<file path="src/rtl/mdu_iter.sv">
// Iterative multiply/divide unit with architectural HI/LO registers.
// Computes one product or quotient bit per cycle and holds busy for the hazard unit.
module mdu_iter #(
  parameter int WIDTH = 32
) (
  input  logic             clk,
  input  logic             startin,
  input  logic             start,
  input  logic [1:0]       op,
  input  logic [WIDTH-1:0] a,
  input  logic [WIDTH-1:0] b,
  input  logic             flush,
  input  logic             wr_hi,
  input  logic             wr_lo,
  input  logic [WIDTH-1:0] wr_data,
  output logic             busy,
  output logic             done,
  output logic [WIDTH-1:0] hi,
  output logic [WIDTH-1:0] lo
);

  localparam int CW = (WIDTH > 1) ? $clog2(WIDTH) : 1;

  typedef enum logic [1:0] {S_IDLE, S_CALC, S_FIX} state_t;

  state_t           r_state;
  logic [CW-1:0]    r_cnt;
  logic             r_is_div;
  logic             r_dbz;
  logic             r_neg_res;
  logic             r_neg_rem;
  // r_acc: product high half / partial remainder; r_lowq: multiplier / quotient
  logic [WIDTH-1:0] r_acc;
  logic [WIDTH-1:0] r_lowq;
  logic [WIDTH-1:0] r_opb;

  logic               w_signed;
  logic               w_b_zero;
  logic [WIDTH-1:0]   w_a_mag;
  logic [WIDTH-1:0]   w_b_mag;
  logic [WIDTH-1:0]   w_addend;
  logic [WIDTH:0]     w_msum;
  logic [WIDTH:0]     w_shift;
  logic [WIDTH:0]     w_trial;
  logic               w_fits;
  logic [2*WIDTH-1:0] w_prod;
  logic [WIDTH-1:0]   w_quo;
  logic [WIDTH-1:0]   w_rem;

  always_comb begin
    w_signed = ~op[0];
    w_b_zero = (b == '0);
    w_a_mag  = (w_signed && a[WIDTH-1]) ? -a : a;
    w_b_mag  = (w_signed && b[WIDTH-1]) ? -b : b;
    w_addend = r_lowq[0] ? r_opb : {WIDTH{1'b0}};
    w_msum   = {1'b0, r_acc} + {1'b0, w_addend};
    // Restoring step: keep the trial difference only when it did not go negative.
    w_shift  = {r_acc, r_lowq[WIDTH-1]};
    w_trial  = w_shift - {1'b0, r_opb};
    w_fits   = ~w_trial[WIDTH];
    w_prod   = r_neg_res ? -{r_acc, r_lowq} : {r_acc, r_lowq};
    w_quo    = r_neg_res ? -r_lowq : r_lowq;
    w_rem    = r_neg_rem ? -r_acc : r_acc;
  end

  // NOTE: every register here uses non-blocking assignments so all state
  // updates at an edge see the same pre-edge values.
  always_ff @(posedge clk or negedge startin) begin
    if (!startin) begin
      // NOTE: datapath registers are reset too, keeping simulation X-free
      // and a discarded operation fully cleared.
      r_state   <= S_IDLE;
      r_cnt     <= '0;
      r_is_div  <= 1'b0;
      r_dbz     <= 1'b0;
      r_neg_res <= 1'b0;
      r_neg_rem <= 1'b0;
      r_acc     <= '0;
      r_lowq    <= '0;
      r_opb     <= '0;
      busy      <= 1'b0;
      done      <= 1'b0;
      hi        <= '0;
      lo        <= '0;
    end else begin
      done <= 1'b0;
      case (r_state)
        S_IDLE: begin
          if (wr_hi) hi <= wr_data;
          if (wr_lo) lo <= wr_data;
          if (start && !flush) begin
            r_is_div  <= op[1];
            r_dbz     <= op[1] && w_b_zero;
            r_neg_res <= w_signed && (a[WIDTH-1] ^ b[WIDTH-1]);
            r_neg_rem <= w_signed && a[WIDTH-1];
            r_cnt     <= CW'(WIDTH - 1);
            r_acc     <= '0;
            r_opb     <= op[1] ? w_b_mag : w_a_mag;
            // Divide-by-zero keeps the raw dividend so it can be returned in HI.
            if (op[1]) r_lowq <= w_b_zero ? a : w_a_mag;
            else       r_lowq <= w_b_mag;
            busy      <= 1'b1;
            r_state   <= (op[1] && w_b_zero) ? S_FIX : S_CALC;
          end
        end
        S_CALC: begin
          if (flush) begin
            busy    <= 1'b0;
            r_state <= S_IDLE;
          end else begin
            if (r_is_div) begin
              r_acc  <= w_fits ? w_trial[WIDTH-1:0] : w_shift[WIDTH-1:0];
              r_lowq <= {r_lowq[WIDTH-2:0], w_fits};
            end else begin
              r_acc  <= w_msum[WIDTH:1];
              r_lowq <= {w_msum[0], r_lowq[WIDTH-1:1]};
            end
            if (r_cnt == '0) r_state <= S_FIX;
            else             r_cnt   <= r_cnt - 1'b1;
          end
        end
        S_FIX: begin
          busy    <= 1'b0;
          r_state <= S_IDLE;
          if (!flush) begin
            done <= 1'b1;
            if (r_dbz) begin
              hi <= r_lowq;
              lo <= '1;
            end else if (r_is_div) begin
              hi <= w_rem;
              lo <= w_quo;
            end else begin
              hi <= w_prod[2*WIDTH-1:WIDTH];
              lo <= w_prod[WIDTH-1:0];
            end
          end
        end
        default: begin
          busy    <= 1'b0;
          r_state <= S_IDLE;
        end
      endcase
    end
  end

endmodule

</file>
<file path="config.mk">
export PLATFORM = sky130hd
export DESIGN_NAME = mdu_iter
export DESIGN_NICKNAME = d
export VERILOG_FILES = /design/src/rtl/mdu_iter.sv
export SDC_FILE = /design/constraint.sdc
export NUM_CORES = 1
export LEC_CHECK = 0
export CAP_MARGIN = 20
export CORE_ASPECT_RATIO = 1.75
export CORE_MARGIN = 4
export CORE_UTILIZATION = 55
export DETAILED_ROUTE_END_ITERATION = 8
export DONT_BUFFER_PORTS = 1
export GPL_TIMING_DRIVEN = 1
export HOLD_SLACK_MARGIN = 0.05
export PLACE_DENSITY = 0.73
export SLEW_MARGIN = 25
export SYNTH_ARGS = -nofsm -noshare
export SYNTH_HDL_FRONTEND = slang
export SYNTH_SLANG_ARGS = --single-unit
</file>
<file path="constraint.sdc">
create_clock -name clk -period 3.56 [get_ports clk]
set_clock_uncertainty 0.1 [all_clocks]
set_input_delay 0.178 -clock clk [delete_from_list [all_inputs] [get_ports clk]]
set_output_delay 0.178 -clock clk [all_outputs]
set_load 0.02 [all_outputs]
</file>
==> results of run 1 <==
[per-stage QoR]
stage	utilization	setup TNS, ps	hold WS (ps)	instances
after floorplan	-	0	-218	2049
after global placement	0.597	0	-214	2439
after detailed placement	0.597	-298	-213	2439
after CTS	0.655	0	-703	2567
after global routing	0.657	0	-710	2568
final	0.658	0	-697	2571
[placed cells by master, fill, tap and decap left out, drive strengths merged, types with 31 or more instances in the layout]
| master | instances |
|---|---|
| a21oi | 173 |
| dfrtp | 173 |
| nor3 | 43 |
| xor2 | 82 |
| dlygate4sd3 | 95 |
| nand2 | 244 |
| inv | 76 |
| o21ai | 226 |
| nor2 | 178 |
| mux2i | 51 |
| xnor2 | 117 |
| buf | 153 |
| o211ai | 41 |
| a21o | 31 |
| ha | 70 |
| o22ai | 34 |
| nand2b | 35 |
[final cells by class]
| class | count | area (sq um) | share of cell area |
|---|---|---|---|
| timing repair buffer | 248 | 2160 | 0.116 |
| antenna | 3 | 7.51 | 0.000405 |
| inverter | 68 | 255 | 0.0138 |
| tap | 373 | 467 | 0.0252 |
| clock buffer | 17 | 425 | 0.0230 |
| clock inverter | 15 | 211 | 0.0114 |
| sequential | 173 | 4330 | 0.234 |
| multi-input combinational | 1674 | 10700 | 0.576 |
[repair_timing]
item                                    4_1_cts  5_1_grt
pin swaps                                     0        4
gates resized for setup                       4       19
hold endpoints to repair                    300      173
endpoints found under the setup margin        2       35
buffers inserted                              0        1
[cell usage after synthesis, drive strengths merged, types with 5 or more instances]
cell type	count	area share
nor3	43	0.014
nor2b	12	0.0048
o41ai	10	0.0056
or4	18	0.0090
a21oi	173	0.055
ha	70	0.056
mux2	13	0.0093
and3	14	0.0056
nor4	11	0.0048
a22oi	16	0.0076
o21a	6	0.0029
or2	8	0.0032
nand3	30	0.0095
nor3b	9	0.0043
nand2b	35	0.014
nor2	178	0.042
o22ai	34	0.014
a221o	12	0.0076
o31ai	21	0.010
or3	20	0.0080
dfrtp	173	0.27
xnor2	117	0.065
nand2	244	0.058
inv	68	0.016
a21o	31	0.015
xor2	82	0.046
a31oi	30	0.012
mux2i	51	0.032
nand4	8	0.0032
o21ai	226	0.072
buf	21	0.0075
a41oi	5	0.0028
a211oi	24	0.011
and2	8	0.0032
o221ai	15	0.0083
clkbuf	110	0.031
o211ai	41	0.020
a21boi	5	0.0024
[power breakdown]
group	internal, mW	switching (mW)
clock	1.03	1.00
combinational	3.63	5.28
sequential	2.46	0.907
[worst max-delay path: stages (launching register included)]
cell	delay, ps
dfrtp_1	640
ha_1	390
a21oi_1	310
o21ai_0	180
nor4b_1	290
a21oi_1	130
a31oi_1	250
xnor2_2	180
buf_12	220
mux2_2	360
a221o_1	320
[flip-flops by register name (all words and copies together) (netlist names)]
name / cells
r_state: 2
r_is_div: 1
r_cnt: 5
busy: 1
r_dbz: 1
r_lowq: 32
lo: 32
done: 1
hi: 32
r_neg_rem: 1
r_acc: 32
r_neg_res: 1
r_opb: 32
[final timing paths]
| check | start | endpoint | cells after the start |
|---|---|---|---|
| setup / recovery | r_acc[23] | r_acc[29] | 10 |
| min in group clk | a[15] | r_opb[15] | 4 |
| hold / removal | startin | hi[17] | 0 |
| setup reg to reg | r_acc[23] | r_acc[29] | 10 |
| hold reg to reg | r_opb[2] | r_opb[2] | 2 |
| max in group asynchronous | startin | r_is_div | 0 |
[cells by family (layout without fill, tap and decap cells)]
kind of cell    count (synthesis)  after routing  share of synthesized area
compound gates                687            687                      0.267
xor+xnor                      199            199                      0.110
fa+ha+maj                      72             72                     0.0580
buf+inv                       202            348                     0.0573
flops                         173            173                      0.274
mux                            64             64                     0.0416
other cells                     0              3                          0
simple gates                  652            652                      0.191
[layer usage]
metal	routed length (microns)	part of all wire	vias up	global-route usage
met4	8570	0.12	0	0.428
met3	5070	0.073	418	0.0987
met5	0	0	-	0.00163
li1	-	-	7658	-
met2	33400	0.48	1002	0.730
met1	22500	0.32	8114	0.431
==> results.md, run 1 <==
- Via count of the routed design: 17200
- Number of antenna violations at the first check in global routing: 3
- Worst slew margin relative to its limit: 0.320
- Via density: 6.69
- Static Leak: 7.91 nW
- Synthesis-to-layout area growth: 17.4%
- Post-synthesis instance area: 15800 sq um
- Violations in the final reports: negative hold slack
- Fin nets: 2358
- Worst hold margin: -697 ps
- Measured slew at the worst slew-check pin: 1020 ps
- Synthesized instance count: 2049
- Layout cells sized above 1: 0.111
- Worst setup slack before clock tree synthesis: -195 ps
- Number of port buffers: 0
- Die boundary height: 232 microns
- Highest achievable clock rate: 0.286 GHz
- Max-cap viol count: 0
- Number of synthesized flops with an enable pin: 0
- Weighted congestion at the end of routability-driven global placement: 1.06
- Power consumption: 14.3 mW
- CTS Sinks: 173
- Final Cell Area: 18500 sq um
- Setup slack after layout: 60.9 ps
- Clk_lat worst skew: 470 ps
- Post-route antenna net violation count: 0
- CTS tree: done
- Crit path launch type: register
- Routed length per placed instance: 27.0 microns
- Critical path peak fanout: 21
- Reg2Reg Setup Slack: 60 ps
- Maximum number of pins on one net before global-route repair: 174
- Number of global-route vias before repair: 17200
- Overall routed net length: 69.5 mm
- Final-report hold violation count: 173
- Final period util: 0.983
- Net count of the mapped netlist: 2225
- Width of the die: 136 microns
- Total global routing overflow: 0
- Share of async-settable or async-resettable flops after synthesis: 1.00
- Inserted Clock Buffers: 17
- Most common flop cell mapped by yosys: dfrtp_1
- IR drop worst, VDD: 0.573 mV
- RSZ-0062 raised after global routing: false
- Maximum number of buffers from clock root to sink: 2
- Count of boundary I/O pins: 170
- Fill cell total of the finished layout: 2451
- Clock slew seen by the registers of the worst setup and hold paths: 80 ps
- CP Capture Type: register
- Sequential fraction of the synthesis area: 0.274
- Data required time of the critical path: 3810 ps
- Worst path arrival time: 3750 ps
- Tot GR Track Use: 0.437
- Row Count: 81
- Distinct cell type count of the synthesized netlist: 79
- Post-route minimum period: 3500 ps
- Number of remaining DRC errors: 0
- First-pass GRT wire length: 102 mm
- Cell Pwr Density: 773 nW/um^2
- First-pass DRT Iterations: 5
- Mean post-synth cell area: 7.70 sq um
- Final setup violation count: 0
- Ys Warns: 0
- Root buf cell: clkbuf_16
- Outcome: finished, violations left
- Crit Path Class: reg2reg
- Number of DRC violations after detailed-routing iteration 0: 1494
- Number of max-slew violations in the final report: 0
- Hold crit path type: in2async
- Yosys reg bits: 173
- CTS H-Tree Depth: 4
- Area enclosed by the die boundary: 31600 sq um
- Area of the placeable core: 28200 sq um
- Placed Area: 16800 sq um
- Starting utilization of the core area: 0.560
- Number of hold buffers added after CTS: 96
- Half-perimeter wire length after detailed placement: 51.9 mm
Note: power is estimated with default switching activity, not from simulation.
==> run 2: changes to the inputs <==
--- a/config.mk
+++ b/config.mk
@@ -6,14 +6,16 @@
 export NUM_CORES = 1
 export LEC_CHECK = 0
 export CAP_MARGIN = 20
+export CELL_PAD_IN_SITES_DETAIL_PLACEMENT = 0
+export CELL_PAD_IN_SITES_GLOBAL_PLACEMENT = 2
 export CORE_ASPECT_RATIO = 1.75
 export CORE_MARGIN = 4
-export CORE_UTILIZATION = 55
+export CORE_UTILIZATION = 35
 export DETAILED_ROUTE_END_ITERATION = 8
 export DONT_BUFFER_PORTS = 1
 export GPL_TIMING_DRIVEN = 1
 export HOLD_SLACK_MARGIN = 0.05
-export PLACE_DENSITY = 0.73
+export PLACE_DENSITY_LB_ADDON = 0.1
 export SLEW_MARGIN = 25
 export SYNTH_ARGS = -nofsm -noshare
 export SYNTH_HDL_FRONTEND = slang
==> run 2 against run 1 <==
  * The flow still finishes with violations (negative hold slack)
  * First-iteration DRC count decreased by 24%
  * Worst setup slack got worse by 14 ps
  * Non-clock buffer count up 46
  * Die area is 54% higher
  * Highest routed layer unchanged
  * Wire length is 8.5% higher
==> results.md, run 2 (synthesis gave the netlist of run 1 again) <==
- Critical path startpoint: r_lowq[13]
- Static Leak: 8.19 nW
- Post-layout instance count excluding filler cells: 2814
- Width of the die: 169 microns
- Critical R2R Launch: r_lowq[13]
- Half-perimeter wire length after detailed placement: 59.7 mm
- Maximum number of pins on one net before global-route repair: 174
- Crit Path Class: reg2reg
- Post-route antenna net violation count: 0
- Inserted Clock Buffers: 17
- CTS Sinks: 173
- Synthesis-to-layout area growth: 22.2%
- Root buf cell: clkbuf_16
- Number of port buffers: 0
- Row Count: 102
- Starting utilization of the core area: 0.355
- Number of max-slew violations in the final report: 0
- Final setup violation count: 0
- Hold crit path type: in2async
- Area enclosed by the die boundary: 48700 sq um
- Placed Area: 17500 sq um
- Worst slew margin relative to its limit: 0.441
- Post-route minimum period: 3510 ps
- Number of remaining DRC errors: 0
- First-pass DRT Iterations: 6
- Cell Pwr Density: 767 nW/um^2
- Count of cells along the worst register-to-register path: 11
- Tot GR Track Use: 0.300
- Number of placed instances, taps included: 2684
- Most common cell after layout, fill and taps aside: nand2_1
- Power consumption: 14.8 mW
- CTS tree: done
- Clk_lat worst skew: 460 ps
- Worst hold margin: -697 ps
- Clock slew seen by the registers of the worst setup and hold paths: 90 ps
- Die boundary height: 289 microns
- Crit path launch type: register
- Reg2Reg Setup Slack: 50 ps
- Measured slew at the worst slew-check pin: 838 ps
- Count of boundary I/O pins: 170
- Fill cell total of the finished layout: 4620
- CTS H-Tree Depth: 4
- Data required time of the critical path: 3850 ps
- Total global routing overflow: 0
- Number of DRC violations after detailed-routing iteration 0: 1133
- Final period util: 0.987
- Highest achievable clock rate: 0.285 GHz
- CP Capture Type: register
- Overall routed net length: 75.4 mm
- Endpoint of the most critical register-to-register path: hi[27]
- Violations in the final reports: negative hold slack
- Routed length per placed instance: 26.8 microns
- Layout cells sized above 1: 0.141
- Worst path arrival time: 3800 ps
- Maximum number of buffers from clock root to sink: 2
- IR drop worst, VDD: 0.343 mV
- Outcome: finished, violations left
- Commonest non-fill, non-tap cells in the layout: nand2_1 (243), o21ai_0 (211), buf_4 (192)
- Number of global-route vias before repair: 16700
- Weighted congestion at the end of routability-driven global placement: 0.936
- Area of the placeable core: 44400 sq um
- Critical path peak fanout: 6
- Final-report hold violation count: 173
- First-pass GRT wire length: 108 mm
- Number of antenna violations at the first check in global routing: 2
- Fin nets: 2404
- Final Cell Area: 19300 sq um
- Max-cap viol count: 0
- Via density: 5.86
- Via count of the routed design: 16500
-- run 2: cell types whose count changed in the layout (fill, tap and decap cells not counted), sizes merged --
cell	delta
inv	-1
clkinvlp	-1
diode	-2
bufinv	-1
buf	+50
dlygate4sd3	-4
clkinv	+3
-- run 2: worst max-delay path, stage by stage (launching register included) --
cell     delay (ps)
dfrtp_1         400
or4_4           570
or4_4           560
or4b_4          530
buf_6           150
buf_6           130
o21ai_1         130
o22ai_1         100
xor2_1          380
mux2i_1         140
buf_4           160
a21oi_2         110
-- run 2: layout make-up --
cell class | instances | area, sq um | area share
multi-input combinational | 1674 | 10800 | 0.559
sequential | 173 | 4330 | 0.225
timing repair buffer | 294 | 2560 | 0.133
tap | 572 | 716 | 0.0371
clock buffer | 17 | 425 | 0.0221
inverter | 68 | 255 | 0.0132
clock inverter | 15 | 204 | 0.0106
antenna | 1 | 2.50 | 0.000130
-- run 2: what timing repair did --
item | 4_1_cts | 5_1_grt
pin swaps | 2 | 14
setup buffers | 0 | 5
hold buffers | 91 | 1
setup endpoints to repair | 7 | 21
endpoints found under the hold margin | 302 | 174
resized for setup | 10 | 46
-- run 2: routing by layer --
metal / global-route usage / wire length, microns
met3: 0.0334 / 2680
met4: 0.214 / 6360
met1: 0.304 / 26200
met2: 0.566 / 40100
met5: 0 / 0
-- run 2: report_power, final --
group / total, mW / switching [mW] / internal [mW]
Sequential: 3.24 / 0.770 / 2.47
Clock: 2.06 / 1.09 / 0.973
Combinational: 9.48 / 5.56 / 3.92
-- run 2: per-stage QoR --
| step | util | hold slack [ps] | worst slack (ps) | setup TNS (ps) |
|---|---|---|---|---|
| 3_5_place_dp | 0.393 | -213 | -219 | -436 |
| 2_1_floorplan | - | -218 | 10.3 | 0 |
| 3_3_place_gp | 0.393 | -213 | -209 | -379 |
| 6_report | 0.434 | -697 | 47.3 | 0 |
| 5_1_grt | 0.434 | -716 | -32.0 | -50.2 |
| 4_1_cts | 0.429 | -718 | 9.04 | 0 |
-- run 2: worst max path at each step --
| stage | endpoint | depth (start not counted) |
|---|---|---|
| floorplan | r_acc[0] | 14 |
| global placement | hi[23] | 11 |
| detailed placement | hi[23] | 11 |
| CTS | hi[13] | 12 |
| global route | r_acc[29] | 16 |
| finish | hi[27] | 11 |
==> run 3: changes to the inputs <==
--- a/config.mk
+++ b/config.mk
@@ -9,8 +9,8 @@
 export CELL_PAD_IN_SITES_DETAIL_PLACEMENT = 0
 export CELL_PAD_IN_SITES_GLOBAL_PLACEMENT = 2
 export CORE_ASPECT_RATIO = 1.75
-export CORE_MARGIN = 4
-export CORE_UTILIZATION = 35
+export CORE_UTILIZATION = 36
+export CTS_BUF_LIST = sky130_fd_sc_hd__clkbuf_4
 export DETAILED_ROUTE_END_ITERATION = 8
 export DONT_BUFFER_PORTS = 1
 export GPL_TIMING_DRIVEN = 1
@@ -20,3 +20,4 @@
 export SYNTH_ARGS = -nofsm -noshare
 export SYNTH_HDL_FRONTEND = slang
 export SYNTH_SLANG_ARGS = --single-unit
+export TNS_END_PERCENT = 1
==> run 3 against run 2 <==
  * Final area rose by 1.5%
  * Clock power fell by 34%
  * Critical path type is now in2reg
  * Combinational power fell by 1%
  * The run still ends with negative hold slack left
  * Critical endpoint is now r_opb[20]
  * Via count rose by 0.78%
  * Global-route usage rose by 3.5 points
  * Highest routed layer is now met5
  * First-iteration DRC count fell by 6.4%
  * Sequential share of layout area fell by 0.34 points
  * Worst setup slack got worse by 37 ps
  * Clock-buffer cell count did not move
  * Flip-flop and latch count did not move
==> results.md, run 3 (synthesis gave the netlist of run 1 again) <==
- Clk network pwr share: 0.096
- Maximum number of pins on one net before global-route repair: 174
- Worst slew margin relative to its limit: 0.326
- First-pass GRT wire length: 110 mm
- Overall routed net length: 75.5 mm
- Number of remaining DRC errors: 0
- Tot GR Track Use: 0.335
- RSZ-0062 raised after global routing: true
- Crit Path Class: in2reg
- Critical Path Most Common Cell: dlygate4sd3_1
- Half-perimeter wire length after detailed placement: 59.3 mm
- Layout cells sized above 1: 0.123
- Number of global-route vias before repair: 17100
- Number of DRC violations after detailed-routing iteration 0: 1061
- Crit path launch type: input port
- CTS tree: done
- Maximum number of buffers from clock root to sink: 2
- Number of max-slew violations in the final report: 0
- Via count of the routed design: 16600
- Number of port buffers: 0
- Count of boundary I/O pins: 170
- Total global routing overflow: 0
- Cell Pwr Density: 716 nW/um^2
- Longest individual stage delay on the worst path: 610 ps
- Outcome: finished, violations left
- Fin nets: 2467
- Via density: 5.79
- Area of the placeable core: 43300 sq um
- Root buf cell: clkbuf_4
- Row Count: 101
- Commonest non-fill, non-tap cells in the layout: nand2_1 (243), o21ai_0 (217), buf_4 (176)
- Switching share of total power: 0.525
- Width of the die: 160 microns
- Max-cap viol count: 0
- Worst hold margin: -958 ps
- Number of hold buffers added after CTS: 176
- Static Leak: 8.28 nW
- Inserted Clock Buffers: 17
- Worst path arrival time: 4010 ps
- Number of antenna violations at the first check in global routing: 3
- CTS H-Tree Depth: 4
- Starting utilization of the core area: 0.364
- Clock slew seen by the registers of the worst setup and hold paths: 220 ps
- Violations in the final reports: negative hold slack
- First-pass DRT Iterations: 6
- Synthesis-to-layout area growth: 24.0%
- Switching power of the nets: 7.35 mW
- CP Capture Type: register
- Hold crit path type: in2async
- Flop pwr share: 0.237
- Post-route antenna net violation count: 0
- List of cells traversed by the critical path: dlygate4sd3_1, nor2_1, nand3b_1, nor2_4, nand2_1, o31a_1, xnor2_1, dlygate4sd3_1, nor2_1, dlygate4sd3_1, a21oi_1, dlygate4sd3_1, o21ai_0
- Area enclosed by the die boundary: 44700 sq um
- Final-report hold violation count: 173
- Routed length per placed instance: 26.3 microns
- Internal portion of total power: 6.66 mW
- Final period util: 0.997
- CTS Sinks: 173
- Die boundary height: 279 microns
- Worst-path cell with the longest stage delay: dlygate4sd3_1
- Measured slew at the worst slew-check pin: 1010 ps
- Comb pwr share: 0.667
- IR drop worst, VDD: 0.431 mV
- Highest achievable clock rate: 0.282 GHz
- Final setup violation count: 0
- Weighted congestion at the end of routability-driven global placement: 0.939
- Total Neg Setup Slack: 0 ps
- Data required time of the critical path: 4020 ps
- Share of the core filled with cells in the final layout: 0.451
- Most common cell after layout, fill and taps aside: nand2_1
- Clk_lat worst skew: 680 ps
- Critical path peak fanout: 5
- Post-route minimum period: 3550 ps
==> run 3: changes by cell type in the layout (fill, tap and decap cells not counted), moves of 3 or more <==
| cell | change |
|---|---|
| buf_4 | -16 |
| a21oi_2 | -3 |
| clkbuf_16 | -17 |
| clkbuf_4 | +17 |
| o21ai_1 | -4 |
| o21ai_0 | +6 |
| dlygate4sd3_1 | +84 |
| buf_12 | -4 |
| a21oi_1 | +3 |
==> run 3: what timing repair did <==
item	in CTS	in global routing
hold endpoints to repair	323	173
buffers inserted	0	0
setup endpoints to repair	4	49
gates resized for setup	4	35
pin swaps	0	2
==> run 3: path summary, 6_finish.rpt <==
kind	to	start	cells past startpoint	slack, ps
setup reg to reg	hi[27]	r_lowq[10]	10	80
max in group asynchronous	r_opb[26]	startin	0	3990
setup / recovery	r_opb[20]	a[3]	13	10
hold reg to reg	r_opb[12]	r_opb[12]	2	400
hold / removal	hi[9]	startin	0	-960
min in group clk	r_opb[3]	a[2]	5	110
==> run 3: per-layer routing <==
layer,GRT usage,vias to the layer above,part of all wire
met4,0.246,2,0.079
met1,0.325,7981,0.34
li1,-,7879,-
met2,0.649,536,0.54
met3,0.0334,213,0.032
met5,0,-,0.00021
==> run 3: cell type report <==
cell class,count,area (sq um)
inverters,68,255
clock inverters,15,206
well taps,566,708
flip-flops and latches,173,4330
diodes,1,2.50
multi-input cells,1674,10700
repair buffers,357,3190
clock buffers,17,128
fillers,4511,23800
==> run 3: metrics by stage <==
stage | setup slack [ps] | cell area (sq um) | power (mW) | cells
5_1_grt | -91.9 | 19600 | 14.8 | 2871
6_report | 10.2 | 19600 | 14.0 | 2871
3_3_place_gp | -126 | 17300 | 12.3 | 2662
4_1_cts | -39.7 | 19400 | 13.9 | 2870
2_1_floorplan | 10.3 | 15800 | 8.56 | 2049
3_5_place_dp | -152 | 17300 | 12.3 | 2662
==> run 3: worst max-delay path, delay by kind of cell <==
family	cells	cell delay (ps)
simple gates	5	920
buf+inv	4	2300
xor+xnor	1	130
compound gates	3	470
==> run 3: power by group through the flow <==
stage	combinational, mW	clock [mW]	sequential [mW]
2_1_floorplan	5.47	0	3.09
3_3_place_gp	8.94	0	3.34
3_5_place_dp	8.90	0	3.35
4_1_cts	9.24	1.38	3.31
5_1_grt	10.1	1.43	3.36
6_report	9.34	1.35	3.32
